===== config.mk =====
export PLATFORM = sky130hd
export DESIGN_NAME = vc_arbiter_ctrl
export DESIGN_NICKNAME = d
export VERILOG_FILES = /design/src/rtl/vc_arbiter_ctrl.sv
export SDC_FILE = /design/constraint.sdc
export NUM_CORES = 1
export LEC_CHECK = 0
export CAP_MARGIN = 0
export CORE_MARGIN = 5
export CORE_UTILIZATION = 41
export DETAILED_ROUTE_END_ITERATION = 12
export PLACE_DENSITY = 0.89
export RECOVER_POWER = 100
export SLEW_MARGIN = 20
export SYNTH_ARGS = -nofsm -noshare
export SYNTH_HDL_FRONTEND = slang
export SYNTH_SLANG_ARGS = --single-unit
export TNS_END_PERCENT = 30

===== constraint.sdc =====
create_clock -name clk -period 4.13 [get_ports clk]
set_clock_uncertainty 0.1 [all_clocks]
set_input_delay 0.826 -clock clk [delete_from_list [all_inputs] [get_ports clk]]
set_output_delay 0.826 -clock clk [all_outputs]
set_load 0.01 [all_outputs]

===== src/rtl/vc_arbiter_ctrl.sv =====
// Round-robin pop controller: four 6-bit VC FIFOs into one downstream FIFO, plus threshold and error aggregation.
// Latency: pop in cycle t gives push_out/data_out in cycle t+2 (registered); pop itself is combinational.
// Backpressure: pausa_in stalls new pops in the same cycle; up to two in-flight words still push.
//
// Ports:
//   clk, reset          single rising-edge clock, synchronous active-high reset
//   init                holds the block in INIT and loads umbral_*_in every cycle
//   umbral_*_in         thresholds loaded while in INIT; umbral_* drive them to all FIFOs
//   fifo_empty/error    per-VC flags, bit i = VCi
//   fifo_data           per-VC read data, VCi at [DATA_WIDTH*i +: DATA_WIDTH]
//   pausa_in            downstream almost-full
//   pop                 one-hot pop to the VC FIFOs
//   push_out, data_out  registered push to the downstream FIFO
//   state, idle         FSM state (INIT=0, IDLE=1, ACTIVE=2) and IDLE indicator
//   error_out           sticky OR of fifo_error, cleared only by reset
module vc_arbiter_ctrl #(
  parameter int                      DATA_WIDTH      = 6,
  parameter int                      UMBRAL_WIDTH    = 2,
  parameter logic [UMBRAL_WIDTH-1:0] UMBRAL_ALTO_RST = 2,
  parameter logic [UMBRAL_WIDTH-1:0] UMBRAL_BAJO_RST = 1
) (
  input  logic                    clk,
  input  logic                    reset,
  input  logic                    init,
  input  logic [UMBRAL_WIDTH-1:0] umbral_alto_in,
  input  logic [UMBRAL_WIDTH-1:0] umbral_bajo_in,
  input  logic [3:0]              fifo_empty,
  input  logic [3:0]              fifo_error,
  input  logic [4*DATA_WIDTH-1:0] fifo_data,
  input  logic                    pausa_in,
  output logic [3:0]              pop,
  output logic                    push_out,
  output logic [DATA_WIDTH-1:0]   data_out,
  output logic [UMBRAL_WIDTH-1:0] umbral_alto,
  output logic [UMBRAL_WIDTH-1:0] umbral_bajo,
  output logic [1:0]              state,
  output logic                    idle,
  output logic                    error_out
);

  typedef enum logic [1:0] {
    ST_INIT   = 2'd0,
    ST_IDLE   = 2'd1,
    ST_ACTIVE = 2'd2
  } state_t;

  state_t                  state_q, state_d;
  logic [1:0]              ptr_q, ptr_d;        // VC granted most recently
  logic [3:0]              last_q, last_d;      // one-hot grant of the previous cycle
  logic                    s1_vld_q, s1_vld_d;  // FIFO read data valid this cycle
  logic [1:0]              s1_sel_q, s1_sel_d;
  logic                    push_q, push_d;
  logic [DATA_WIDTH-1:0]   data_q, data_d;
  logic [UMBRAL_WIDTH-1:0] alto_q, alto_d;
  logic [UMBRAL_WIDTH-1:0] bajo_q, bajo_d;
  logic                    err_q, err_d;

  logic [DATA_WIDTH-1:0]   vc_word [4];
  logic [3:0]              eligible;
  logic                    grant_vld;
  logic [1:0]              grant_idx;
  logic [1:0]              cand;

  always_comb begin
    for (int i = 0; i < 4; i++) begin
      vc_word[i] = fifo_data[i*DATA_WIDTH +: DATA_WIDTH];
    end
  end

  // Circular search starting just after the last grant; the previous
  // cycle's VC is masked so its registered empty flag has time to update.
  always_comb begin
    eligible  = ~fifo_empty & ~last_q;
    grant_vld = 1'b0;
    grant_idx = ptr_q;
    cand      = ptr_q;
    for (int k = 1; k <= 4; k++) begin
      cand = ptr_q + 2'(k);
      if (!grant_vld && eligible[cand]) begin
        grant_vld = 1'b1;
        grant_idx = cand;
      end
    end
    // A pop during reset would consume a word the pipeline is about to drop.
    if (reset || pausa_in || (state_q != ST_ACTIVE)) begin
      grant_vld = 1'b0;
    end
  end

  assign pop = grant_vld ? (4'b0001 << grant_idx) : 4'b0000;

  always_comb begin
    state_d = state_q;
    case (state_q)
      ST_INIT:   if (!init) state_d = ST_IDLE;
      ST_IDLE:   if (fifo_empty != 4'hF) state_d = ST_ACTIVE;
      // Stay active until both pipeline stages have drained.
      ST_ACTIVE: if ((fifo_empty == 4'hF) && !s1_vld_q && !push_q) state_d = ST_IDLE;
      default:   state_d = ST_INIT;
    endcase
    if (init) state_d = ST_INIT;

    ptr_d    = grant_vld ? grant_idx : ptr_q;
    last_d   = pop;
    s1_vld_d = grant_vld;
    s1_sel_d = grant_vld ? grant_idx : s1_sel_q;
    push_d   = s1_vld_q;
    data_d   = s1_vld_q ? vc_word[s1_sel_q] : data_q;
    alto_d   = (state_q == ST_INIT) ? umbral_alto_in : alto_q;
    bajo_d   = (state_q == ST_INIT) ? umbral_bajo_in : bajo_q;
    err_d    = err_q | (|fifo_error);
  end

  always_ff @(posedge clk) begin
    if (reset) begin
      state_q  <= ST_INIT;
      ptr_q    <= 2'd3;
      last_q   <= 4'b0000;
      s1_vld_q <= 1'b0;
      s1_sel_q <= 2'd0;
      push_q   <= 1'b0;
      data_q   <= '0;
      alto_q   <= UMBRAL_ALTO_RST;
      bajo_q   <= UMBRAL_BAJO_RST;
      err_q    <= 1'b0;
    end else begin
      state_q  <= state_d;
      ptr_q    <= ptr_d;
      last_q   <= last_d;
      s1_vld_q <= s1_vld_d;
      s1_sel_q <= s1_sel_d;
      push_q   <= push_d;
      data_q   <= data_d;
      alto_q   <= alto_d;
      bajo_q   <= bajo_d;
      err_q    <= err_d;
    end
  end

  assign push_out    = push_q;
  assign data_out    = data_q;
  assign umbral_alto = alto_q;
  assign umbral_bajo = bajo_q;
  assign state       = state_q;
  assign idle        = (state_q == ST_IDLE);
  assign error_out   = err_q;

endmodule


==> load_flow_metrics.sql <==
INSERT INTO impl_metrics (metric_group, metric, value, unit) VALUES
('outcome', 'outcome', 'complete, no violations', ''),
('floorplanning', 'floorplan.initialDensity', '43.19', '%'),
('detailed_routing', 'drt_iter0_drc', '34', ''),
('floorplanning', 'core_region_area', '2500', 'um^2'),
('clock_network', 'cts.repair.resized', '0', ''),
('synthesis', 'ys_top_cells_by_area', 'sky130_fd_sc_hd__dfxtp_1 43%, sky130_fd_sc_hd__mux4_2 13%, sky130_fd_sc_hd__mux2i_1 5.6%', ''),
('sta', 'finalHoldViolCount', '0', ''),
('detailed_routing', 'total_routed_length', '3.176', 'mm'),
('sta', 'maxClockFrequency', '0.2556', 'GHz'),
('detailed_routing', 'drcViolationCount', '0', ''),
('floorplanning', 'die_area', '3760', 'um^2'),
('global_route', 'antenna_found_initial', '0', ''),
('synthesis', 'yosysMostFrequentCell', 'sky130_fd_sc_hd__dfxtp_1', ''),
('sta', 'min_period_over_period', '94.74', '%'),
('flow_run', 'timing.max_cap.violations', '0', ''),
('floorplanning', 'fp.dieW', '61.32', 'um'),
('global_route', 'grt_use_met1', '20.90', '%'),
('critical_path', 'cp-start-kind', 'input port', ''),
('detailed_routing', 'drt-vias-per-instance', '5.480', ''),
('layout', 'area_delta_synth_final', '58.29', '%'),
('sta', 'worst_relative_slew_slack', '48.79', '%'),
('placement', 'io_buffer_count', '58', ''),
('power', 'largest_vdd_supply_drop', '0.0002803', 'V'),
('placement', 'gp_congestion', '0.8804', ''),
('min_path', 'source_of_the_worst_hold_timing_path', 'umbral_alto[0]$_SDFFE_PP0P_', ''),
('global_route', 'first_global_vias', '1087', ''),
('critical_path', 'critical_path_peak_fanout', '6', ''),
('synthesis', 'synth.ff_latch_count', '23', ''),
('clock_network', 'clkTransAtPathRegs', '0.12', 'ns'),
('synthesis', 'syn-cell-area', '1080', 'um^2'),
('detailed_routing', 'ant_nets', '0', ''),
('clock_network', 'cts_hold_repair.buffers', '0', ''),
('clock_network', 'post_cts_buffers', '0', ''),
('synthesis', 'cell_taking_the_most_area_after_synthesis', 'sky130_fd_sc_hd__dfxtp_1', ''),
('power', 'p_seq_share', '55.7', '%'),
('layout', 'num_antenna_cells', '0', ''),
('min_path', 'worstHoldPathType', 'reg2reg', ''),
('sta', 'final.setup.worst_slack', '0.2174', 'ns'),
('sta', 'fin_tns_setup', '0', 'ns'),
('detailed_routing', 'detailroute.via_count', '1085', ''),
('sta', 'rsz0062_at_grt', 'no', ''),
('synthesis', 'synthCells', '110', ''),
('clock_network', 'cts_tree', 'yes', ''),
('floorplanning', 'rows', '18', ''),
('power', 'power_per_cell_area', '244.0', 'nW/um^2'),
('global_route', 'grt_pass1_wl', '5.092', 'mm'),
('placement', 'place.detailed.hpwl', '2.632', 'mm'),
('power', 'clock_power_share', '24.6', '%'),
('clock_network', 'clock_tree.root_cell', 'sky130_fd_sc_hd__clkbuf_4', ''),
('sta', 'min_period', '3.913', 'ns'),
('layout', 'final_layout_size_suffix_gt1_share', '8.333', '%'),
('clock_network', 'clkSinkCount', '23', ''),
('clock_network', 'maximum_buffer_depth_of_the_clock_tree', '2', ''),
('floorplanning', 'design.portCount', '59', ''),
('global_route', 'grt_use_total', '18.38', '%'),
('critical_path', 'timing.rr.start', 'ptr_q[0]$_SDFFE_PP1P_', ''),
('power', 'power_leakage', '0.6359', 'nW'),
('global_route', 'grt_overflow', '0', ''),
('sta', 'worst_pin_slew', '0.7682', 'ns'),
('power', 'netSwitchingPower', '0.09729', 'mW'),
('critical_path', 'slowest_stage', 'sky130_fd_sc_hd__dlygate4sd3_1', ''),
('global_route', 'largest_net_degree_at_the_start_of_global_routing', '19', ''),
('synthesis', 'netlist-cell-type-count', '31', ''),
('power', 'combPwrFrac', '19.8', '%'),
('layout', 'n_fill_cell', '199', ''),
('power', 'intPower', '0.3198', 'mW'),
('floorplanning', 'die_height', '61.32', 'um'),
('global_route', 'global_route.peak_usage_layer', 'met2', ''),
('synthesis', 'yosysWarnings', '0', ''),
('global_route', 'grt_use_met3', '5.660', '%'),
('power', 'switching_share', '23.32', '%');
## sequential cells by signal, summed over array words and instances, names as in the netlist
signal       cells
data_out         6
last_q           4
ptr_q            2
s1_sel_q         2
state            2
umbral_alto      2
umbral_bajo      2
error_out        1
push_d           1
push_out         1
## placed cells by master, fill, tap and decap left out, types with 2 or more instances in the layout
cell,netlist,layout
sky130_fd_sc_hd__a211o_1,2,2
sky130_fd_sc_hd__a21oi_1,11,11
sky130_fd_sc_hd__clkbuf_1,2,2
sky130_fd_sc_hd__clkbuf_4,0,3
sky130_fd_sc_hd__clkdlybuf4s50_1,0,41
sky130_fd_sc_hd__dfxtp_1,23,23
sky130_fd_sc_hd__dlygate4sd3_1,0,17
sky130_fd_sc_hd__inv_1,2,2
sky130_fd_sc_hd__mux2i_1,6,6
sky130_fd_sc_hd__mux4_2,6,6
sky130_fd_sc_hd__nand2_1,4,4
sky130_fd_sc_hd__nor2_1,14,14
sky130_fd_sc_hd__nor2b_1,4,4
sky130_fd_sc_hd__nor3_1,7,7
sky130_fd_sc_hd__o21a_1,2,2
sky130_fd_sc_hd__o21ai_0,4,4
sky130_fd_sc_hd__o22ai_1,3,3
sky130_fd_sc_hd__or3_1,2,2
## metal layers
layer / part of all wire, % / vias to the layer above
met5: 0 / -
met4: 1.7 / 0
met3: 5.9 / 7
met2: 56 / 45
met1: 36 / 501
li1: - / 532
## logic make-up after synthesis
logic type             count (synthesis)  synth area share (%)
DFF                                   23                 42.64
buffers and inverters                  8                 3.128
AOI/OAI and AO/OA                     30                 18.89
muxes                                 12                 18.08
and+or+nand+nor                       37                 17.27
## path summary, 6_finish.rpt
path,depth (start not counted),to,slack [ns]
max reg2reg,4,last_q[2]$_SDFF_PP0_,2.52
min,2,umbral_alto[0]$_SDFFE_PP0P_,0.39
max,6,pop[3],0.22
min reg2reg,2,umbral_alto[0]$_SDFFE_PP0P_,0.39
## power groups by stage
stage	clock (mW)	sequential [mW]	combinational, mW
2_1_floorplan	0	0.239	0.0277
3_3_place_gp	0	0.237	0.0828
3_5_place_dp	0	0.237	0.0856
4_1_cts	0.106	0.232	0.0860
5_1_grt	0.118	0.234	0.0893
6_report	0.103	0.232	0.0824
## area by class of cell
cell class / count / area (um^2) / area share, %
inverters: 2 / 7.507 / 0.4392
clock buffers: 4 / 26.28 / 1.537
repair buffers: 60 / 591.8 / 34.63
multi-input cells: 79 / 585.6 / 34.26
flip-flops and latches: 23 / 460.4 / 26.94
well taps: 30 / 37.54 / 2.196
## worst max-delay path, delay by kind of cell
| family | cells | cell delay, ns |
|---|---|---|
| buf+inv | 2 | 1.16 |
| simple gates | 1 | 0.42 |
| compound gates | 3 | 0.58 |
## per-stage QoR
step / instances / instance area [um^2] / total power [mW] / utilization (%)
2_1_floorplan: 110 / 1080 / 0.2662 / -
3_3_place_gp: 194 / 1687 / 0.3198 / 67.47
3_5_place_dp: 194 / 1687 / 0.3231 / 67.47
4_1_cts: 198 / 1713 / 0.4242 / 68.52
5_1_grt: 198 / 1709 / 0.4409 / 68.37
6_report: 198 / 1709 / 0.4171 / 68.37
No activity file was read; power rests on OpenSTA's default activity.
